[config.mk]
export PLATFORM = sky130hd
export DESIGN_NAME = alu
export DESIGN_NICKNAME = d
export VERILOG_FILES = /design/src/rtl/scc_pkg.sv /design/src/rtl/alu_core.sv /design/src/rtl/alu.sv
export SDC_FILE = /design/constraint.sdc
export NUM_CORES = 1
export LEC_CHECK = 0
export CORE_MARGIN = 8
export CORE_UTILIZATION = 54
export DETAILED_ROUTE_END_ITERATION = 8
export GPL_TIMING_DRIVEN = 0
export MAX_ROUTING_LAYER = met4
export PLACE_DENSITY = 0.83
export SLEW_MARGIN = 20
export SYNTH_ARGS = -nofsm -noshare
export SYNTH_HDL_FRONTEND = slang
export SYNTH_SLANG_ARGS = --single-unit
export TNS_END_PERCENT = 1
[constraint.sdc]
create_clock -name clk -period 7.05 [get_ports clk]
set_clock_uncertainty 0.15 [all_clocks]
set_input_delay 2.115 -clock clk [delete_from_list [all_inputs] [get_ports clk]]
set_output_delay 2.115 -clock clk [all_outputs]
set_load 0.05 [all_outputs]
[src/rtl/scc_pkg.sv]
// Shared encodings for the SCC 16-bit pipeline: decode classes, ALU opcodes,
// branch condition codes, special sub-ops and flag bit positions.
package scc_pkg;

    typedef enum logic [1:0] {
        CLS_ALU_REG = 2'b00,
        CLS_ALU_IMM = 2'b01,
        CLS_MEM     = 2'b10,
        CLS_CTRL    = 2'b11
    } cls_e;

    typedef enum logic [2:0] {
        OP_ADD = 3'b000,
        OP_SUB = 3'b001,
        OP_AND = 3'b010,
        OP_OR  = 3'b011,
        OP_XOR = 3'b100,
        OP_NOT = 3'b101,
        OP_LSL = 3'b110,
        OP_LSR = 3'b111
    } alu_op_e;

    typedef enum logic [3:0] {
        BC_EQ = 4'h0, BC_NE = 4'h1, BC_CS = 4'h2, BC_CC = 4'h3,
        BC_MI = 4'h4, BC_PL = 4'h5, BC_VS = 4'h6, BC_VC = 4'h7,
        BC_HI = 4'h8, BC_LS = 4'h9, BC_GE = 4'hA, BC_LT = 4'hB,
        BC_GT = 4'hC, BC_LE = 4'hD, BC_AL = 4'hE, BC_NV = 4'hF
    } bcond_e;

    typedef enum logic [3:0] {
        SP_NOP  = 4'b0000,
        SP_HALT = 4'b0001,
        SP_MOV  = 4'b0010,
        SP_MOVT = 4'b0011
    } special_e;

    localparam int FLAG_N = 3;
    localparam int FLAG_Z = 2;
    localparam int FLAG_C = 1;
    localparam int FLAG_V = 0;

endpackage

[src/rtl/alu_core.sv]
// Combinational arithmetic/logic unit: result and {N,Z,C,V} from A, B and opcode.
module alu_core
    import scc_pkg::*;
#(
    parameter int DW = 16
) (
    input  logic [DW-1:0] a,
    input  logic [DW-1:0] b,
    input  logic [2:0]    op,
    output logic [DW-1:0] result,
    output logic [3:0]    flags
);

    logic [DW:0] w_sum;
    logic [DW:0] w_diff;
    logic [DW:0] w_shl;
    logic [DW:0] w_shr;
    logic        w_c;
    logic        w_v;

    // Extra bit on each shift catches the last bit shifted out (0 for a zero shift)
    always_comb begin
        w_sum  = {1'b0, a} + {1'b0, b};
        w_diff = {1'b0, a} - {1'b0, b};
        w_shl  = {1'b0, a} << b[3:0];
        w_shr  = {a, 1'b0} >> b[3:0];
        result = '0;
        w_c    = 1'b0;
        w_v    = 1'b0;
        case (alu_op_e'(op))
            OP_ADD: begin
                result = w_sum[DW-1:0];
                w_c    = w_sum[DW];
                w_v    = (a[DW-1] == b[DW-1]) && (w_sum[DW-1] != a[DW-1]);
            end
            OP_SUB: begin
                result = w_diff[DW-1:0];
                w_c    = ~w_diff[DW];
                w_v    = (a[DW-1] != b[DW-1]) && (w_diff[DW-1] != a[DW-1]);
            end
            OP_AND: result = a & b;
            OP_OR:  result = a | b;
            OP_XOR: result = a ^ b;
            OP_NOT: result = ~a;
            OP_LSL: begin
                result = w_shl[DW-1:0];
                w_c    = w_shl[DW];
            end
            OP_LSR: begin
                result = w_shr[DW:1];
                w_c    = w_shr[0];
            end
            default: result = '0;
        endcase
        flags         = 4'b0000;
        flags[FLAG_N] = result[DW-1];
        flags[FLAG_Z] = (result == '0);
        flags[FLAG_C] = w_c;
        flags[FLAG_V] = w_v;
    end

endmodule

[src/rtl/alu.sv]
// Execute stage: register file, ALU, address generation, branch evaluation
// and the registered outputs handed to the Memory stage.
module alu
    import scc_pkg::*;
#(
    parameter int DW    = 16,
    parameter int NREGS = 8
) (
    input  logic          clk,
    input  logic          rst,
    input  logic [1:0]    first_ld,
    input  logic          special_encoding,
    input  logic [3:0]    second_ld,
    input  logic [2:0]    alu_oc,
    input  logic [3:0]    b_cond,
    input  logic [2:0]    dest_reg,
    input  logic [2:0]    pointer_reg,
    input  logic [2:0]    op_1_reg,
    input  logic [2:0]    op_2_reg,
    input  logic [DW-1:0] immediate,
    input  logic [DW-1:0] offset,
    input  logic [3:0]    flags_in,
    output logic [DW-1:0] result,
    output logic [2:0]    dest_out,
    output logic          reg_we,
    output logic [3:0]    flags_out,
    output logic          branch_taken,
    output logic [DW-1:0] branch_offset,
    output logic [DW-1:0] mem_addr,
    output logic [DW-1:0] mem_wdata,
    output logic          mem_re,
    output logic          mem_we,
    output logic          halt
);

    logic [DW-1:0] r_regs [NREGS];

    logic [DW-1:0] w_a;
    logic [DW-1:0] w_b;
    logic [DW-1:0] w_alu_res;
    logic [3:0]    w_alu_flags;
    logic [DW-1:0] w_movt;
    logic          w_cond;
    logic          w_n;
    logic          w_z;
    logic          w_c;
    logic          w_v;

    // Operand fetch: register-class ops take B from the file, immediate-class from the instruction
    always_comb begin
        w_a    = r_regs[op_1_reg];
        w_b    = (cls_e'(first_ld) == CLS_ALU_REG) ? r_regs[op_2_reg] : immediate;
        w_movt = {immediate[7:0], r_regs[dest_reg][7:0]};
    end

    alu_core #(.DW(DW)) u_core (
        .a      (w_a),
        .b      (w_b),
        .op     (alu_oc),
        .result (w_alu_res),
        .flags  (w_alu_flags)
    );

    // Branch condition from the incoming flags
    always_comb begin
        w_n    = flags_in[FLAG_N];
        w_z    = flags_in[FLAG_Z];
        w_c    = flags_in[FLAG_C];
        w_v    = flags_in[FLAG_V];
        w_cond = 1'b0;
        case (bcond_e'(b_cond))
            BC_EQ: w_cond = w_z;
            BC_NE: w_cond = ~w_z;
            BC_CS: w_cond = w_c;
            BC_CC: w_cond = ~w_c;
            BC_MI: w_cond = w_n;
            BC_PL: w_cond = ~w_n;
            BC_VS: w_cond = w_v;
            BC_VC: w_cond = ~w_v;
            BC_HI: w_cond = w_c & ~w_z;
            BC_LS: w_cond = ~w_c | w_z;
            BC_GE: w_cond = (w_n == w_v);
            BC_LT: w_cond = (w_n != w_v);
            BC_GT: w_cond = ~w_z & (w_n == w_v);
            BC_LE: w_cond = w_z | (w_n != w_v);
            BC_AL: w_cond = 1'b1;
            BC_NV: w_cond = 1'b0;
            default: w_cond = 1'b0;
        endcase
    end

    // Register file update and output registers; strobes pulse for one cycle, halt freezes all state
    always_ff @(posedge clk) begin
        if (rst) begin
            for (int i = 0; i < NREGS; i++) r_regs[i] <= '0;
            result        <= '0;
            dest_out      <= '0;
            reg_we        <= 1'b0;
            flags_out     <= '0;
            branch_taken  <= 1'b0;
            branch_offset <= '0;
            mem_addr      <= '0;
            mem_wdata     <= '0;
            mem_re        <= 1'b0;
            mem_we        <= 1'b0;
            halt          <= 1'b0;
        end else begin
            reg_we       <= 1'b0;
            mem_re       <= 1'b0;
            mem_we       <= 1'b0;
            branch_taken <= 1'b0;
            if (!halt) begin
                flags_out <= flags_in;
                case (cls_e'(first_ld))
                    CLS_ALU_REG, CLS_ALU_IMM: begin
                        r_regs[dest_reg] <= w_alu_res;
                        result           <= w_alu_res;
                        dest_out         <= dest_reg;
                        reg_we           <= 1'b1;
                        flags_out        <= w_alu_flags;
                    end
                    CLS_MEM: begin
                        mem_addr <= r_regs[pointer_reg] + offset;
                        if (second_ld[0]) begin
                            mem_we    <= 1'b1;
                            mem_wdata <= w_a;
                        end else begin
                            mem_re <= 1'b1;
                        end
                    end
                    CLS_CTRL: begin
                        if (!special_encoding) begin
                            branch_taken  <= w_cond;
                            branch_offset <= offset;
                        end else begin
                            case (special_e'(second_ld))
                                SP_HALT: halt <= 1'b1;
                                SP_MOV: begin
                                    r_regs[dest_reg] <= immediate;
                                    result           <= immediate;
                                    dest_out         <= dest_reg;
                                    reg_we           <= 1'b1;
                                end
                                SP_MOVT: begin
                                    r_regs[dest_reg] <= w_movt;
                                    result           <= w_movt;
                                    dest_out         <= dest_reg;
                                    reg_we           <= 1'b1;
                                end
                                default: ;
                            endcase
                        end
                    end
                    default: ;
                endcase
            end
        end
    end

endmodule

==> results of run 1 <==
## flip-flops by register name (all words and copies together), names as in the netlist
signal,count
flags_out,4
halt,1
branch_offset,16
reg_we,1
mem_we,1
r_regs,128
branch_taken,1
result,16
mem_re,1
dest_out,3
mem_addr,16
mem_wdata,16
## final timing paths
path	end	start	slack (ns)
worst max-delay path	r_regs[3][15]	op_2_reg[0]	0.05
worst min-delay path	mem_addr[12]	mem_addr[12]	0.30
worst max register to register	r_regs[3][15]	r_regs[7][1]	1.43
worst min register to register	mem_addr[12]	mem_addr[12]	0.30
## cell families after synthesis
| kind of cell | Yosys count | synth area share |
|---|---|---|
| muxes | 213 | 0.2192 |
| DFF | 204 | 0.3375 |
| buffers and inverters | 179 | 0.04777 |
| AOI/OAI and AO/OA | 422 | 0.1759 |
| xor gates and xnor gates | 31 | 0.01708 |
| and+or+nand+nor | 543 | 0.1478 |
| adders and majority gates | 68 | 0.05477 |
## per-stage QoR
step / total power [uW] / area (sq um)
CTS: 3908 / 18710
finish: 3982 / 18830
detailed placement: 2751 / 17700
floorplan: 2283 / 15900
global placement: 2731 / 17680
global route: 4084 / 18830
## placed cells by master (no fill, tap or decap), types with 14 or more instances in the layout
master and count:
a21oi_1 125, a21o_1 25, clkdlybuf4s50_1 126, nand3_1 27
nor2_1 239, clkbuf_16 22, inv_1 53, a211oi_1 37
a22oi_1 15, clkbuf_1 75, o21ai_0 40, nand2b_1 17
o22ai_1 32, ha_1 62, edfxtp_1 128, nand2_1 146
o211ai_1 20, nor3_1 42, xnor2_1 23, mux2i_1 76
nor2b_1 18, dfxtp_1 76, buf_4 19, mux2_2 25
mux4_2 102, a221oi_1 14
## area by class of cell
| class | instances | area share |
|---|---|---|
| buffer | 119 | 0.03216 |
| sequential | 204 | 0.2849 |
| tap | 390 | 0.02591 |
| inverter | 58 | 0.01169 |
| multi-input combinational | 1277 | 0.5334 |
| clock inverter | 12 | 0.005581 |
| clock buffer | 28 | 0.03096 |
| timing repair buffer | 142 | 0.07508 |
| antenna | 2 | 0.0002658 |
## layer usage
| metal | share of wire | vias up |
|---|---|---|
| met4 | 0.063 | 0 |
| met1 | 0.36 | 7331 |
| met2 | 0.43 | 1284 |
| li1 | - | 6574 |
| met3 | 0.14 | 261 |
| met5 | 0 | - |
## report_power, final
| group | switching (uW) | internal [uW] | leakage [uW] |
|---|---|---|---|
| Combinational | 939 | 529 | 0.00479 |
| Clock | 501 | 629 | 0.000343 |
| Sequential | 49.9 | 1330 | 0.00195 |
## synthesized netlist by cell type, drive strengths merged (7+ instances only)
library cell	n	area, sq um
xnor2	23	201.4
a221oi	18	163.9
nor3	42	210.2
nand3	27	135.1
nand2	147	551.8
o22ai	34	219.0
nand2b	19	118.9
a211oi	37	277.8
o21ai	48	240.2
mux2	26	296.5
a31oi	15	108.9
inv	57	216.5
a22oi	15	112.6
ha	64	800.8
a21oi	138	724.5
mux2i	85	892.1
dfxtp	76	1521
o31ai	8	60.06
mux4	102	2297
and2	13	81.33
o211ai	20	150.1
edfxtp	128	3844
buf	41	239.0
clkbuf	80	300.3
xor2	8	70.07
a21o	25	187.7
nor2	244	920.9
nor2b	18	112.6
o21a	7	52.55
## what timing repair did
action                                 CTS  global route
endpoints found under the hold margin    0             0
resized for setup                       64            29
buffers inserted                         6             5
pin swaps                                3             5
setup endpoints to repair              136           111
## worst max-delay path: cells and delay by family
family	cells	cell delay [ns]
AO/OA/AOI/OAI	10	2.24
adder cells (fa/ha/maj)	1	0.26
buffers and inverters	5	1.04
multiplexers	2	0.79
AND/OR/NAND/NOR	2	0.61
==> run metrics, run 1 <==
status=completed; Synth cell types=80; number of max-cap violations=0; total global routing overflow=0; Synthesized Nets=approximately 1800; Avg Vias per Cell=a little under 7; area grow syn2layout=18.44%; Cells after Synth=1660; Final Instance Count excl. Fillers=2232; register area share after synthesis=0.3375; Most Crowded Layer GR=met2; Arr. time, crit path=about 7.1 ns; final slew viol count=0; hold buffers post-CTS=0; nets=about 2000; r2r worst-path depth=18; CP max-delay cell=mux4_2; EDFF count, synth=128; unrepaired setup endpoints after global routing=no; synthesized cell area=~0.016 sq mm; Worst VDD drop=about 0.00019 V; class of the worst hold path=reg -> reg; drt first-iter violations=roughly 2500; #FFs+latches synth=between 200 and 250; Routed Antenna Nets=0; Power Density=211.5 mW/mm^2; Leak Pwr=between 0.007 and 0.008 uW; measured slew at the worst slew-check pin=approximately 1.1 ns; H-tree depth=1; CP Max Fanout=11; WL/cell=around 29 microns; met2 usage=0.5210; largest net degree at the start of global routing=17; share of layout cells above drive strength 1=0.1505; crit-path cells=buf_4, buf_6, mux4_2, mux2i_2, a21o_1, buf_4, buf_4, ha_1, clkbuf_1, o21a_1, o31ai_2, or4b_4, a311o_1, a41o_1, a31oi_4, a21oi_1, o21a_1, o22ai_4, o211a_4, nor3_1; WHS Path Cells=2; First-pass DRT Iterations=6; setup tns final=0 ns; Port Buffers=roughly 130; Num Clock Sinks=204; CTS tree=built; final WL=63750 microns; Vert. Die Dim=187.6 microns; global-route wire length before repair=94230 microns; Worst path max stage delay=approximately 0.54 ns; post-layout util=0.6422; routability cong.=approximately 1.0; I/O pins=140; CP Launch Type=input port; Overall Global Routing Usage=0.3569; Initial Util=0.5422; fillers=about 2400; Multi-input gate area=between 0.01 and 0.015 sq mm; area of the die=between 0.03 and 0.04 sq mm; Die X-Extent=about 190 microns; hold_ws=about 0.3 ns; register area=approximately 0.0054 sq mm; via count=15450; CP Class=in -> reg; vias in the first global route=about 15000; Clk Tree Root Cell=clkbuf_16; met3 Use GR=0.1087; CP Capture Type=flip-flop; DRC=0; Main synth FF type=edfxtp_1; met1 usage=0.4427; Req. time, crit path=around 7.1 ns; core area=0.02932 sq mm; Worst-Skew Late Latency=~0.53 ns; Cell Rows=between 60 and 70; initial antenna violation count=2; Synth Warn #=0; Setup-failing EPs final=0; pre-CTS WS=-1.980 ns; async set-reset flop share out of synthesis=0; Period minus WS final=7.004 ns; worst setup margin=around 0.046 ns; Clock Tree Buf Depth=3; Placed Cells=around 2200; relative slew slack=0.2747; Fin. Hold Viols=0; FMAX=142.8 MHz; Post-DP HPWL=approximately 47000 microns; syn_area_per_cell=around 9.6 sq um; share of the clock period used by the worst path=0.9935; TritonCTS buffer count=22; cell mode on critical path=buf_4; clock transition at the registers of the reported paths=about 0.070 ns
(Power assumes the default switching activity.)
==> run 2: changes to the inputs <==
CELL_PAD_IN_SITES_DETAIL_PLACEMENT = 2   (was unset)
CELL_PAD_IN_SITES_GLOBAL_PLACEMENT = 2   (was unset)
CORE_UTILIZATION = 34   (was 54)
PLACE_DENSITY = 0.82   (was 0.83)
==> run 2 against run 1 <==
Effect of this change: the run now ends with negative setup slack left; hold slack better by 0.0096 ns; utilization down 22 points; clock-buffer cell count up 10; cell area up 2.9%; maximum frequency down 2.0%; final cell count up 10%; die area up 53%; sequential power about the same; first-iteration DRC count down 23%; sequential share of layout area down 0.81 points; worst setup slack worse by 0.15 ns; total power up 8.2%; critical path type unchanged; critical endpoint is now mem_addr[14]; largest cell class unchanged.
==> run metrics, run 2 (synthesis gave the netlist of run 1 again) <==
status=complete, but fails checks; failing checks=negative setup slack; relative slew slack=0.2536 (-0.02109); Period minus WS final=7.150 ns (+0.1465 ns); CP Class=in -> reg; via count=15950 (+3.2%); core area=0.04636 sq mm (+58%); Overall Global Routing Usage=0.3019 (-0.05500); Leak Pwr=0.007193 uW (+1.5%); Num Clock Sinks=204 (unchanged); First-pass DRT Iterations=5 (-1); Multi-input gate area=0.01008 sq mm (+0.34%); class of the worst hold path=reg -> reg; DRC=0 (unchanged); initial antenna violation count=1 (-1); Largest Register=r_regs; largest net degree at the start of global routing=17 (unchanged); vias in the first global route=16930 (+14%); TritonCTS buffer count=24 (+9.1%); setup tns final=-1.581 ns (-1.581 ns); Logic pwr share=0.372 (+0.003); clock transition at the registers of the reported paths=0.06 ns (about the same); H-tree depth=1 (unchanged); dpl cell area=0.01801 sq mm (+1.8%); Avg Vias per Cell=6.482 (-6.4%); Switching Power=1646 uW (+10%); Arr. time, crit path=7.47 ns (+0.37 ns); area grow syn2layout=21.89%; Clk Tree Root Cell=clkbuf_16; Routed Antenna Nets=0 (unchanged); final slew viol count=0 (unchanged); measured slew at the worst slew-check pin=1.120 ns (+0.06190 ns); post-layout util=0.4180 (-0.2242); WL/cell=33.40 microns (+17%); commonest cells after routing, fill and taps aside=nor2_1 (239), nand2_1 (145), edfxtp_1 (128), a21oi_1 (125), clkdlybuf4s50_1 (125); Net Sw Frac=0.3821 (+0.007925); FMAX=139.9 MHz (-2.0%); CP Capture Type=flip-flop; Power Density=222.3 mW/mm^2 (+5.1%); I/O pins=140 (unchanged); CP Max Fanout=10 (-1); Clock Tree Buf Depth=3 (unchanged); final WL=82190 microns (+29%); number of max-cap violations=0 (unchanged); unrepaired setup endpoints after global routing=yes; CTS tree=built; clock share of power=0.306 (+0.022); Post-Layout Inst Area=0.01938 sq mm (+2.9%); routability cong.=1.000 (-1.3%); share of the clock period used by the worst path=1.014 (+0.02078); Port Buffers=129 (unchanged); cell-internal power=2662 uW (+6.8%); Reg-to-Reg End=r_regs[5][13]; Req. time, crit path=7.37 ns (+0.23 ns); Worst-Skew Late Latency=0.55 ns (+0.02 ns); crit path from=pointer_reg[1]; Final Instance Count excl. Fillers=2461 (+10%); Worst VDD drop=0.0001819 V (-3.8%); Post-DP HPWL=60760 microns (+28%); Initial Util=0.3430 (-0.1992); sequential share of power=0.323 (-0.025); Setup-failing EPs final=29 (+29); CP endpoint=mem_addr[14]; Placed Cells=2398 (+10%); nets=1965 (+0.51%); register area=0.005365 sq mm (unchanged); fillers=4914 (+110%); area of the die=0.05394 sq mm (+53%); hold_ws=0.3111 ns (+0.009608 ns); r2r setup slk=1.22 ns (-0.21 ns); drt first-iter violations=1891 (-23%); total global routing overflow=0 (unchanged); global-route wire length before repair=118500 microns (+26%); r2r worst-path depth=17 (-1); CP Launch Type=input port; most common cell after layout, fill and taps aside=nor2_1; Fin. Hold Viols=0 (unchanged); Cell Rows=79 (+25%); worst setup margin=-0.1003 ns (-0.1465 ns); max reg flops=128 (unchanged); Vert. Die Dim=232.2 microns (+24%); share of layout cells above drive strength 1=0.1571 (+0.006584); Reg-to-Reg Start=r_regs[6][1]; Die X-Extent=232.2 microns (+24%)
[run 2: changes by cell type in the layout (fill, tap and decap cells not counted), sizes merged]
cell           previous run  this run
clkbuf                  109       119
buf                      50        58
clkinv                   10         3
bufinv                    1         2
clkdlybuf4s50           126       125
clkinvlp                  0         1
dlymetal6s2s              2         3
inv                      59        58
[run 2: worst max-delay path, cell delays in order]
cell,delay [ns]
clkdlybuf4s50_1,0.65
clkbuf_1,0.87
mux4_2,0.39
mux2_2,0.17
ha_1,0.16
inv_1,0.07
fa_1,0.43
nor2b_1,0.13
o21ai_0,0.16
a21boi_0,0.37
o21ai_0,0.27
a21boi_0,0.33
o21ai_0,0.17
a21o_1,0.22
a21oi_1,0.29
a31oi_1,0.18
or3_1,0.33
a31oi_1,0.15
[run 2: repair_timing]
action / CTS / global route
endpoints found under the setup margin: 137 / 129
setup buffers: 17 / 0
hold buffers: 0 / 0
gates resized for setup: 74 / 18
pin swaps: 13 / 1
[run 2: power groups by stage]
stage	Clock (uW)	Sequential (uW)	Combinational, uW
floorplan	0	1490	794
global route	1360	1390	1660
global placement	0	1400	1390
detailed placement	0	1410	1440
finish	1320	1390	1600
CTS	1320	1390	1540
[run 2: per-layer routing]
metal  global-route usage  part of all wire  vias to the layer above
li1                     -                 -                     6579
met1               0.3781              0.39                     8140
met2               0.4744              0.46                      994
met3              0.05167             0.088                      238
met4               0.1361             0.057                        0
met5                    -                 0                        -
[run 2: how the worst min path moves through the flow]
stage | from | end | slack (ns) | cells past startpoint
floorplan | result[15] | result[15] | 0.52 | 2
global placement | branch_offset[2] | branch_offset[2] | 0.29 | 2
detailed placement | mem_addr[3] | mem_addr[3] | 0.30 | 2
CTS | mem_addr[2] | mem_addr[2] | 0.32 | 2
global route | mem_addr[2] | mem_addr[2] | 0.33 | 2
finish | mem_addr[2] | mem_addr[2] | 0.31 | 2
[run 2: layout make-up]
| cell class | count | share of cell area |
|---|---|---|
| Tap cell | 607 | 0.03919 |
| Buffer | 121 | 0.03241 |
| Clock inverter | 6 | 0.004326 |
| Clock buffer | 38 | 0.03687 |
| Inverter | 58 | 0.01156 |
| Timing Repair Buffer | 148 | 0.07845 |
| Multi-Input combinational cell | 1277 | 0.5201 |
| Antenna cell | 2 | 0.0002583 |
| Sequential cell | 204 | 0.2769 |
[run 2: per-stage QoR]
step,total power [uW],worst slack [ns]
floorplan,2283,0.1399
global placement,2788,-2.444
detailed placement,2855,-2.245
CTS,4252,0.004381
global route,4415,-0.1557
finish,4307,-0.1003
